==> src/rtl/aes_pkg.sv <==
// Shared constants for the AES round sequencer and the datapath that decodes its phase code.
package aes_pkg;

   // Phase codes, also decoded by the state/key datapath
   localparam logic [2:0] ST_RES = 3'b000;
   localparam logic [2:0] ST_STL = 3'b001;
   localparam logic [2:0] ST_ADD = 3'b010;
   localparam logic [2:0] ST_SUB = 3'b011;
   localparam logic [2:0] ST_SHI = 3'b100;
   localparam logic [2:0] ST_MIX = 3'b101;
   localparam logic [2:0] ST_INV = 3'b110;
   localparam logic [2:0] ST_FIN = 3'b111;

   // Round counts for the three AES key sizes
   localparam int NR_AES128 = 10;
   localparam int NR_AES192 = 12;
   localparam int NR_AES256 = 14;

   // Request mode encoding
   localparam logic MODE_ENC = 1'b0;
   localparam logic MODE_DEC = 1'b1;

endpackage

==> src/rtl/aes_seq_ctrl_if.sv <==
// Host request/response and datapath control bundle of the AES sequencer.
interface aes_seq_ctrl_if;
   logic       start;
   logic       mode;
   logic       ack;
   logic [2:0] cs;
   logic [3:0] rnd;
   logic       ken;
   logic       kdir;
   logic       busy;
   logic       done;

   modport master (output start, mode, ack,
                   input  cs, rnd, ken, kdir, busy, done);
   modport slave  (input  start, mode, ack,
                   output cs, rnd, ken, kdir, busy, done);
endinterface

==> src/rtl/aes_rnd_cnt.sv <==
// Round-key index counter: clear, load, saturating up/down step, with terminal flags.
module aes_rnd_cnt #(
   parameter int NR = 10
) (
   input  logic       clk,
   input  logic       res,
   input  logic       clr,
   input  logic       load,
   input  logic [3:0] load_val,
   input  logic       inc,
   input  logic       dec,
   output logic [3:0] cnt,
   output logic       at_max,
   output logic       at_zero
);
   localparam logic [3:0] NR_VAL = 4'(NR);

   // Counter never steps past NR going up or below 0 going down, so it cannot wrap
   always_ff @(posedge clk or posedge res) begin
      if (res)
         cnt <= 4'd0;
      else if (clr)
         cnt <= 4'd0;
      else if (load)
         cnt <= load_val;
      else if (inc && (cnt != NR_VAL))
         cnt <= cnt + 4'd1;
      else if (dec && (cnt != 4'd0))
         cnt <= cnt - 4'd1;
   end

   assign at_max  = (cnt == NR_VAL);
   assign at_zero = (cnt == 4'd0);
endmodule

==> src/rtl/aes_seq_ctrl.sv <==
// AES round sequencer: walks the datapath through key pre-expansion (decrypt),
// load, AddRoundKey and Sub/Shift/Mix phases, and steers the key schedule.
module aes_seq_ctrl
   import aes_pkg::*;
#(
   parameter int NR = NR_AES128
) (
   input logic            clk,
   input logic            res,
   aes_seq_ctrl_if.slave  bus
);
   logic [2:0] state;
   logic [2:0] state_next;
   logic       mode_reg;
   logic       mode_next;
   logic       done_reg;
   logic       cnt_clr;
   logic       cnt_load;
   logic       cnt_inc;
   logic       cnt_dec;
   logic [3:0] rnd;
   logic       at_max;
   logic       at_zero;

   aes_rnd_cnt #(.NR(NR)) u_rnd_cnt (
      .clk      (clk),
      .res      (res),
      .clr      (cnt_clr),
      .load     (cnt_load),
      .load_val (4'd1),
      .inc      (cnt_inc),
      .dec      (cnt_dec),
      .cnt      (rnd),
      .at_max   (at_max),
      .at_zero  (at_zero)
   );

   // Next phase and round-counter command; encrypt and decrypt walk the round phases in opposite order
   always_comb begin
      state_next = state;
      mode_next  = mode_reg;
      cnt_clr    = 1'b0;
      cnt_load   = 1'b0;
      cnt_inc    = 1'b0;
      cnt_dec    = 1'b0;
      case (state)
         ST_RES: begin
            if (bus.start) begin
               mode_next = bus.mode;
               if (bus.mode == MODE_DEC) begin
                  // Key pre-expansion starts at index 1 so it finishes on NR after NR cycles
                  state_next = ST_INV;
                  cnt_load   = 1'b1;
               end else begin
                  state_next = ST_STL;
                  cnt_clr    = 1'b1;
               end
            end
         end
         ST_INV: begin
            if (at_max) state_next = ST_STL;
            else        cnt_inc    = 1'b1;
         end
         ST_STL: state_next = ST_ADD;
         ST_ADD: begin
            if (mode_reg == MODE_ENC) begin
               if (at_max) state_next = ST_FIN;
               else begin
                  cnt_inc    = 1'b1;
                  state_next = ST_SUB;
               end
            end else begin
               if (at_zero) state_next = ST_FIN;
               else begin
                  cnt_dec    = 1'b1;
                  // First inverse round has no InvMixColumns
                  state_next = at_max ? ST_SHI : ST_MIX;
               end
            end
         end
         ST_SUB: state_next = (mode_reg == MODE_ENC) ? ST_SHI : ST_ADD;
         ST_SHI: begin
            if (mode_reg == MODE_ENC) state_next = at_max ? ST_ADD : ST_MIX;
            else                      state_next = ST_SUB;
         end
         ST_MIX: state_next = (mode_reg == MODE_ENC) ? ST_ADD : ST_SHI;
         ST_FIN: begin
            if (bus.ack) begin
               state_next = ST_RES;
               cnt_clr    = 1'b1;
            end
         end
         default: begin
            state_next = ST_RES;
            cnt_clr    = 1'b1;
         end
      endcase
   end

   // Phase, latched mode and done flag registers
   always_ff @(posedge clk or posedge res) begin
      if (res) begin
         state    <= ST_RES;
         mode_reg <= MODE_ENC;
         done_reg <= 1'b0;
      end else begin
         state    <= state_next;
         mode_reg <= mode_next;
         done_reg <= (state_next == ST_FIN);
      end
   end

   assign bus.cs   = state;
   assign bus.rnd  = rnd;
   assign bus.done = done_reg;
   assign bus.busy = (state != ST_RES) && (state != ST_FIN);
   // Key steps forward during pre-expansion and encrypt rounds, inverse during decrypt rounds
   assign bus.ken  = (state == ST_INV) ||
                     ((state == ST_ADD) && (mode_reg == MODE_ENC) && !at_max) ||
                     ((state == ST_ADD) && (mode_reg == MODE_DEC) && !at_zero);
   assign bus.kdir = (state == ST_ADD) && (mode_reg == MODE_DEC);
endmodule
==> src/flat_wrapper.sv <==
// flat-port wrapper written by rule: the top's interface ports become plain ports
module aes_seq_ctrl_flat import aes_pkg::*;
#(
   parameter int NR = NR_AES128
)
  (clk, res, bus_start, bus_mode, bus_ack, bus_cs, bus_rnd, bus_ken, bus_kdir, bus_busy, bus_done);
  aes_seq_ctrl_if bus_i ();
  input logic clk;
  input logic res;
  input wire logic [$bits(bus_i.start)-1:0] bus_start;
  input wire logic [$bits(bus_i.mode)-1:0] bus_mode;
  input wire logic [$bits(bus_i.ack)-1:0] bus_ack;
  output wire logic [$bits(bus_i.cs)-1:0] bus_cs;
  output wire logic [$bits(bus_i.rnd)-1:0] bus_rnd;
  output wire logic [$bits(bus_i.ken)-1:0] bus_ken;
  output wire logic [$bits(bus_i.kdir)-1:0] bus_kdir;
  output wire logic [$bits(bus_i.busy)-1:0] bus_busy;
  output wire logic [$bits(bus_i.done)-1:0] bus_done;
  assign bus_i.start = bus_start;
  assign bus_i.mode = bus_mode;
  assign bus_i.ack = bus_ack;
  assign bus_cs = bus_i.cs;
  assign bus_rnd = bus_i.rnd;
  assign bus_ken = bus_i.ken;
  assign bus_kdir = bus_i.kdir;
  assign bus_busy = bus_i.busy;
  assign bus_done = bus_i.done;
  aes_seq_ctrl #(.NR(NR)) u_core (.clk(clk), .res(res), .bus(bus_i));
endmodule
==> config.mk <==
export PLATFORM = sky130hd
export DESIGN_NAME = aes_seq_ctrl_flat
export DESIGN_NICKNAME = d
export VERILOG_FILES = /design/src/rtl/aes_pkg.sv /design/src/rtl/aes_seq_ctrl_if.sv /design/src/rtl/aes_rnd_cnt.sv /design/src/rtl/aes_seq_ctrl.sv /design/src/flat_wrapper.sv
export SDC_FILE = /design/constraint.sdc
export NUM_CORES = 1
export LEC_CHECK = 0
export CAP_MARGIN = 20
export CORE_UTILIZATION = 53
export DETAILED_ROUTE_END_ITERATION = 8
export PLACE_DENSITY = 0.9
export RECOVER_POWER = 50
export SYNTH_ARGS = -nofsm -noshare
export SYNTH_HDL_FRONTEND = slang
export SYNTH_SLANG_ARGS = --single-unit
==> constraint.sdc <==
create_clock -name clk -period 4.55 [get_ports clk]
set_clock_uncertainty 0.1 [all_clocks]
set_input_delay 1.365 -clock clk [delete_from_list [all_inputs] [get_ports clk]]
set_output_delay 1.365 -clock clk [all_outputs]
set_load 0.03 [all_outputs]
Yosys cells after proc, flatten, opt, wreduce, memory -nomap -nowiden
Cells that the tools add are included.
- add/subtract/negate cells: 2
- equal/unequal tests: 11
- multiplexer cells: 30
- reduce and logical (&&, ||, !) cells: 17
- bitwise operators: 1
- operators with widths (kind ; number):
    2-to-1 mux 3 bit ; 11
    case mux 3 bit (8 select lines) ; 1
    2-to-1 mux 4 bit ; 4
    equality test 3 bit, second input constant ; 5
    2-to-1 mux 1 bit ; 12
    nonzero test 4 bit ; 2
    logical AND 1 bit ; 7
    equality test 3 x 2 -> 1 bit, second input constant ; 2
    adder 4 x 1 -> 4 bit, second input constant ; 1
    equality test 4 bit, second input constant ; 1
    logical NOT 4 bit ; 1
    inequality test 4 bit, second input constant ; 1
    case mux 1 bit (2 select lines) ; 2
    subtractor 4 x 1 -> 4 bit, second input constant ; 1
    equality test 3 x 1 -> 1 bit, second input constant ; 1
    logical NOT 3 bit ; 1
    inequality test 3 bit, second input constant ; 1
    nonzero test 3 bit ; 1
    logical NOT 1 bit ; 2
    logical OR 1 bit ; 2
    AND reduction 2 bit ; 1
    NOT 1 bit ; 1
- register bits after elaboration: 9
- input bits: 5
- output and inout bits: 11

Depth between registers and ports, before layout
- word-level depth: 9
- mapped depth: 10
- gate-level depth less buffers: 9

Modules after synthesis
Synthesis repeated with hierarchy kept, for this count alone.
- cells, all modules: 105
- area total of the unflattened synthesis: 877.1 um^2
- by module, submodules not included (module ; times used ; area an instance (um^2) ; sequential area each (um^2) ; cells each):
    aes_seq_ctrl ; 1 ; 478.0 ; 125.1 ; 56
    aes_rnd_cnt ; 1 ; 399.1 ; 100.1 ; 49

Worst setup path before layout
No wires, ideal clock.
- kind: register to output
- start point: register u_core.u_rnd_cnt.cnt[1]
- end point: output bus_ken
- setup slack: 1.497 ns
- data arrival time: 1.588 ns
- buffers on the path: 1
- stages on the path, launching flop included: 6
- cells stage by stage: dfrtp_1 > nor4bb_2 > buf_6 > nor2_1 > nor2_1 > a21oi_1
- word-level cells in the longest chain between the ends: 5
- elaborated cells on any way between the ends: 8
- classes of those cells: eq/ne (1); reduce/logical (7)
- ends and longest elaborated chain (element ; RTL line ; text):
    start, declared ; aes_rnd_cnt.sv:12 ; output logic [3:0] cnt,
    start signal, assigned ; aes_rnd_cnt.sv:25 ; cnt <= load_val;
    start signal, assigned ; aes_rnd_cnt.sv:27 ; cnt <= cnt + 4'd1;
    start signal, assigned ; aes_rnd_cnt.sv:29 ; cnt <= cnt - 4'd1;
    equality test 4 bit ; aes_rnd_cnt.sv:32 ; assign at_max = (cnt == NR_VAL);
    logical NOT 1 bit ; aes_seq_ctrl.sv:119 ; ((state == ST_ADD) && (mode_reg == MODE_ENC) && !at_max) ||
    logical AND 1 bit ; aes_seq_ctrl.sv:119 ;
    logical OR 1 bit ; aes_seq_ctrl.sv:118 ; assign bus.ken = (state == ST_INV) ||
    logical OR 1 bit (*) ; aes_seq_ctrl.sv:119 ;
    end, declared ; flat_wrapper.sv:15 ; output wire logic [$bits(bus_i.ken)-1:0] bus_ken;
Mark *: on every way between the ends. The rest lies on a longest branch, timed or not.

Worst setup path in the final report
- start point: register u_core.u_rnd_cnt.cnt[0]
- end point: output bus_ken
Same word-level chain as after synthesis.

==> impl_metrics.csv <==
group,metric,value,unit
run_status,status,"completed",
floorplan,dieArea,0.00159,mm2
final_layout,multiInputGateArea,485,um2
final_layout,largest_register,"u_core.u_rnd_cnt.cnt",
place,placed_area,906,um2
setup_path,cp.required,3.08,ns
final_layout,nets,111,
clock_network,htree_levels,1,
synthesis,ys_seq_elements,9,
final_layout,largest_reg_flops,4,
drt,vias,681,
place,io_buffers,15,
clock_network,clock_sinks,9,
floorplan,fp.dieW,39.9,um
drt,via_per_inst,5.82,
setup_path,startpoint_type,"flop",
setup_path,cp.arrival,2.15,ns
clock_network,clock_path_buffers,2,
sta,rsz0062_at_grt,"no",
sta,fmax,0.276,GHz
sta,slew_headroom,68.4,%
clock_network,cts-root-buf,"clkbuf_4",
drt,drt-wirelength-per-cell,12.9,um
job,max_cap_viol_count,0,
global_routing,antenna_found_initial,0,
final_layout,fin_cells,117,
sta,finalCriticalPeriod,3.62,ns
place,dp_hpwl,1170,um
clock_network,ctsHoldBuffers,0,
sta,min_period_over_period,79.6,%
hold_path,hold_path.class,"flop to flop",
clock_network,cts_setup_buffers,0,
floorplan,initial_core_util,57.7,%
global_routing,grt_overflow,0,
drt,ant_nets,0,
final_layout,seq_area,225,um2
setup_path,crit_type,"flop to primary output",
global_routing,grt_start_max_net_pins,16,
floorplan,core_area,0.00132,mm2
sta,slew_viol_final,0,
synthesis,seq_area_frac_synth,29.6,%
final_layout,stdcell_area,932,um2
synthesis,synth_enable_flop_cells,0,
final_layout,antenna_cells,0,
final_layout,area_growth,22.5,%
drt,drt-pass1-iter-count,4,
drt,wirelength,1510,um
clock_network,cts_resized,0,
synthesis,synthesis.area,761,um2
synthesis,synth_cells,87,
sta,setup-violations-final,0,
synthesis,ys_types,38,
clock_network,cts_tree,"done",
clock_network,clk_latency,0.25,ns
synthesis,ys_warn_count,0,
floorplan,die_h,39.9,um
sta,worst_pin_slew,0.468,ns
floorplan,io_pins,16,
global_routing,grt_pass1_wl,2290,um
synthesis,synth_ff_type,"dfrtp_1",
global_routing,grt_pass1_vias,564,
setup_path,end_kind,"primary output",
final_layout,drive_gt1_share,8.82,%
place,place_congestion,0.737,
drt,drt-initial-drc-count,16,
synthesis,synth.net_count,95,
synthesis,syn_avg_cell_area,8.74,um2
final_layout,nFillCells,96,
global_routing,grt_util_all_layers,22.4,%
sta,tns,0,ns
sta,hold_viol,0,
floorplan,rows,13,
setup_path,crit_fanout,8,
clock_network,cts_buffers,3,
clock_network,clk_pin_slew,0.06,ns
drt,drc,0,
place,dp.cells,113,
synthesis,async_flop_share,100,%
final_layout,utilization,70.8,%
[critical path, stage by stage, from the launching register on]
cell and delay [ns]:
dfrtp_1 0.50, nor4bb_2 0.33, buf_4 0.21, nor2_1 0.06
nor2_1 0.10, a21oi_1 0.08, clkdlybuf4s50_1 0.61
[cells in the final DEF, fill, tap and decap left out, drive strengths merged, types with 2 or more instances in the layout]
cell	netlist	routed
clkdlybuf4s50	0	13
nor2	10	10
dfrtp	9	9
o21ai	7	7
a21oi	6	6
nor2b	6	6
inv	5	5
nor3	4	4
clkbuf	2	4
nand2b	3	3
nand2	3	3
and2	2	2
mux2i	2	2
and3	2	2
nand3	2	2
o21a	2	2
a21o	2	2
ha	2	2
dlygate4sd3	0	2
mux2	2	2
[synthesized netlist by cell type (2+ instances only)]
library cell	instances	area share (%)
and2_1	2	1.6
nor2b_1	5	4.1
inv_1	5	2.5
mux2i_1	2	2.6
nand2_1	3	1.5
nand3_1	2	1.3
ha_1	2	3.3
o21ai_1	5	3.3
o21ai_0	2	1.3
clkbuf_1	2	0.99
and3_1	2	1.6
a21oi_1	6	3.9
nor2_1	10	4.9
a21o_1	2	2.0
nor3_1	3	2.0
nand2b_1	3	2.5
dfrtp_1	9	30
o21a_1	2	2.0
[final timing paths]
check | endpoint | start | slack (ns) | cells past startpoint
worst max-delay path | bus_ken | u_core.u_rnd_cnt.cnt[0]$_DFFE_PP0P_ | 0.93 | 6
worst max register to register | u_core.u_rnd_cnt.cnt[3]$_DFFE_PP0P_ | u_core.bus.cs[0]$_DFF_PP0_ | 1.98 | 9
worst min register to register | u_core.u_rnd_cnt.cnt[3]$_DFFE_PP0P_ | u_core.u_rnd_cnt.cnt[3]$_DFFE_PP0P_ | 0.51 | 1
max in group asynchronous | u_core.u_rnd_cnt.cnt[1]$_DFFE_PP0P_ | res | 2.72 | 2
worst min-delay path | u_core.u_rnd_cnt.cnt[3]$_DFFE_PP0P_ | u_core.u_rnd_cnt.cnt[3]$_DFFE_PP0P_ | 0.51 | 1
min in group asynchronous | u_core.u_rnd_cnt.cnt[0]$_DFFE_PP0P_ | res | 1.39 | 2
[cell type report]
class	count	share of cell area, %
Clock buffer	4	2.82
Inverter	5	2.01
Multi-Input combinational cell	68	52.1
Sequential cell	9	24.2
Tap cell	15	2.01
Timing Repair Buffer	16	16.9
[metal layers]
layer  part of all wire (%)  GRT usage (%)  up-vias  wire length, um
met4                   0.53           8.62        0                8
met2                     51           36.7       23              767
met5                      0              0        -                0
li1                       -              -      338                -
met1                     44           27.1      318              663
met3                    4.5           6.25        2               68
[through the flow]
step,setup WS (ns),hold slack (ns)
2_1_floorplan,1.50,0.481
3_3_place_gp,1.29,0.461
3_5_place_dp,1.21,0.495
4_1_cts,0.946,0.508
5_1_grt,0.816,0.538
6_report,0.930,0.509
[cells by family after synthesis]
logic type | count (synthesis) | synth area share (%)
AND/OR/NAND/NOR | 33 | 25.7
AO/OA/AOI/OAI | 26 | 24.3
buffers and inverters | 10 | 6.58
flip-flops | 9 | 29.6
multiplexers | 4 | 5.59
adder cells (fa/ha/maj) | 3 | 5.92
XOR/XNOR | 2 | 2.30
Power is not shown: default switching activity piles up to over one toggle a cycle in this logic, so the estimate is an artifact.
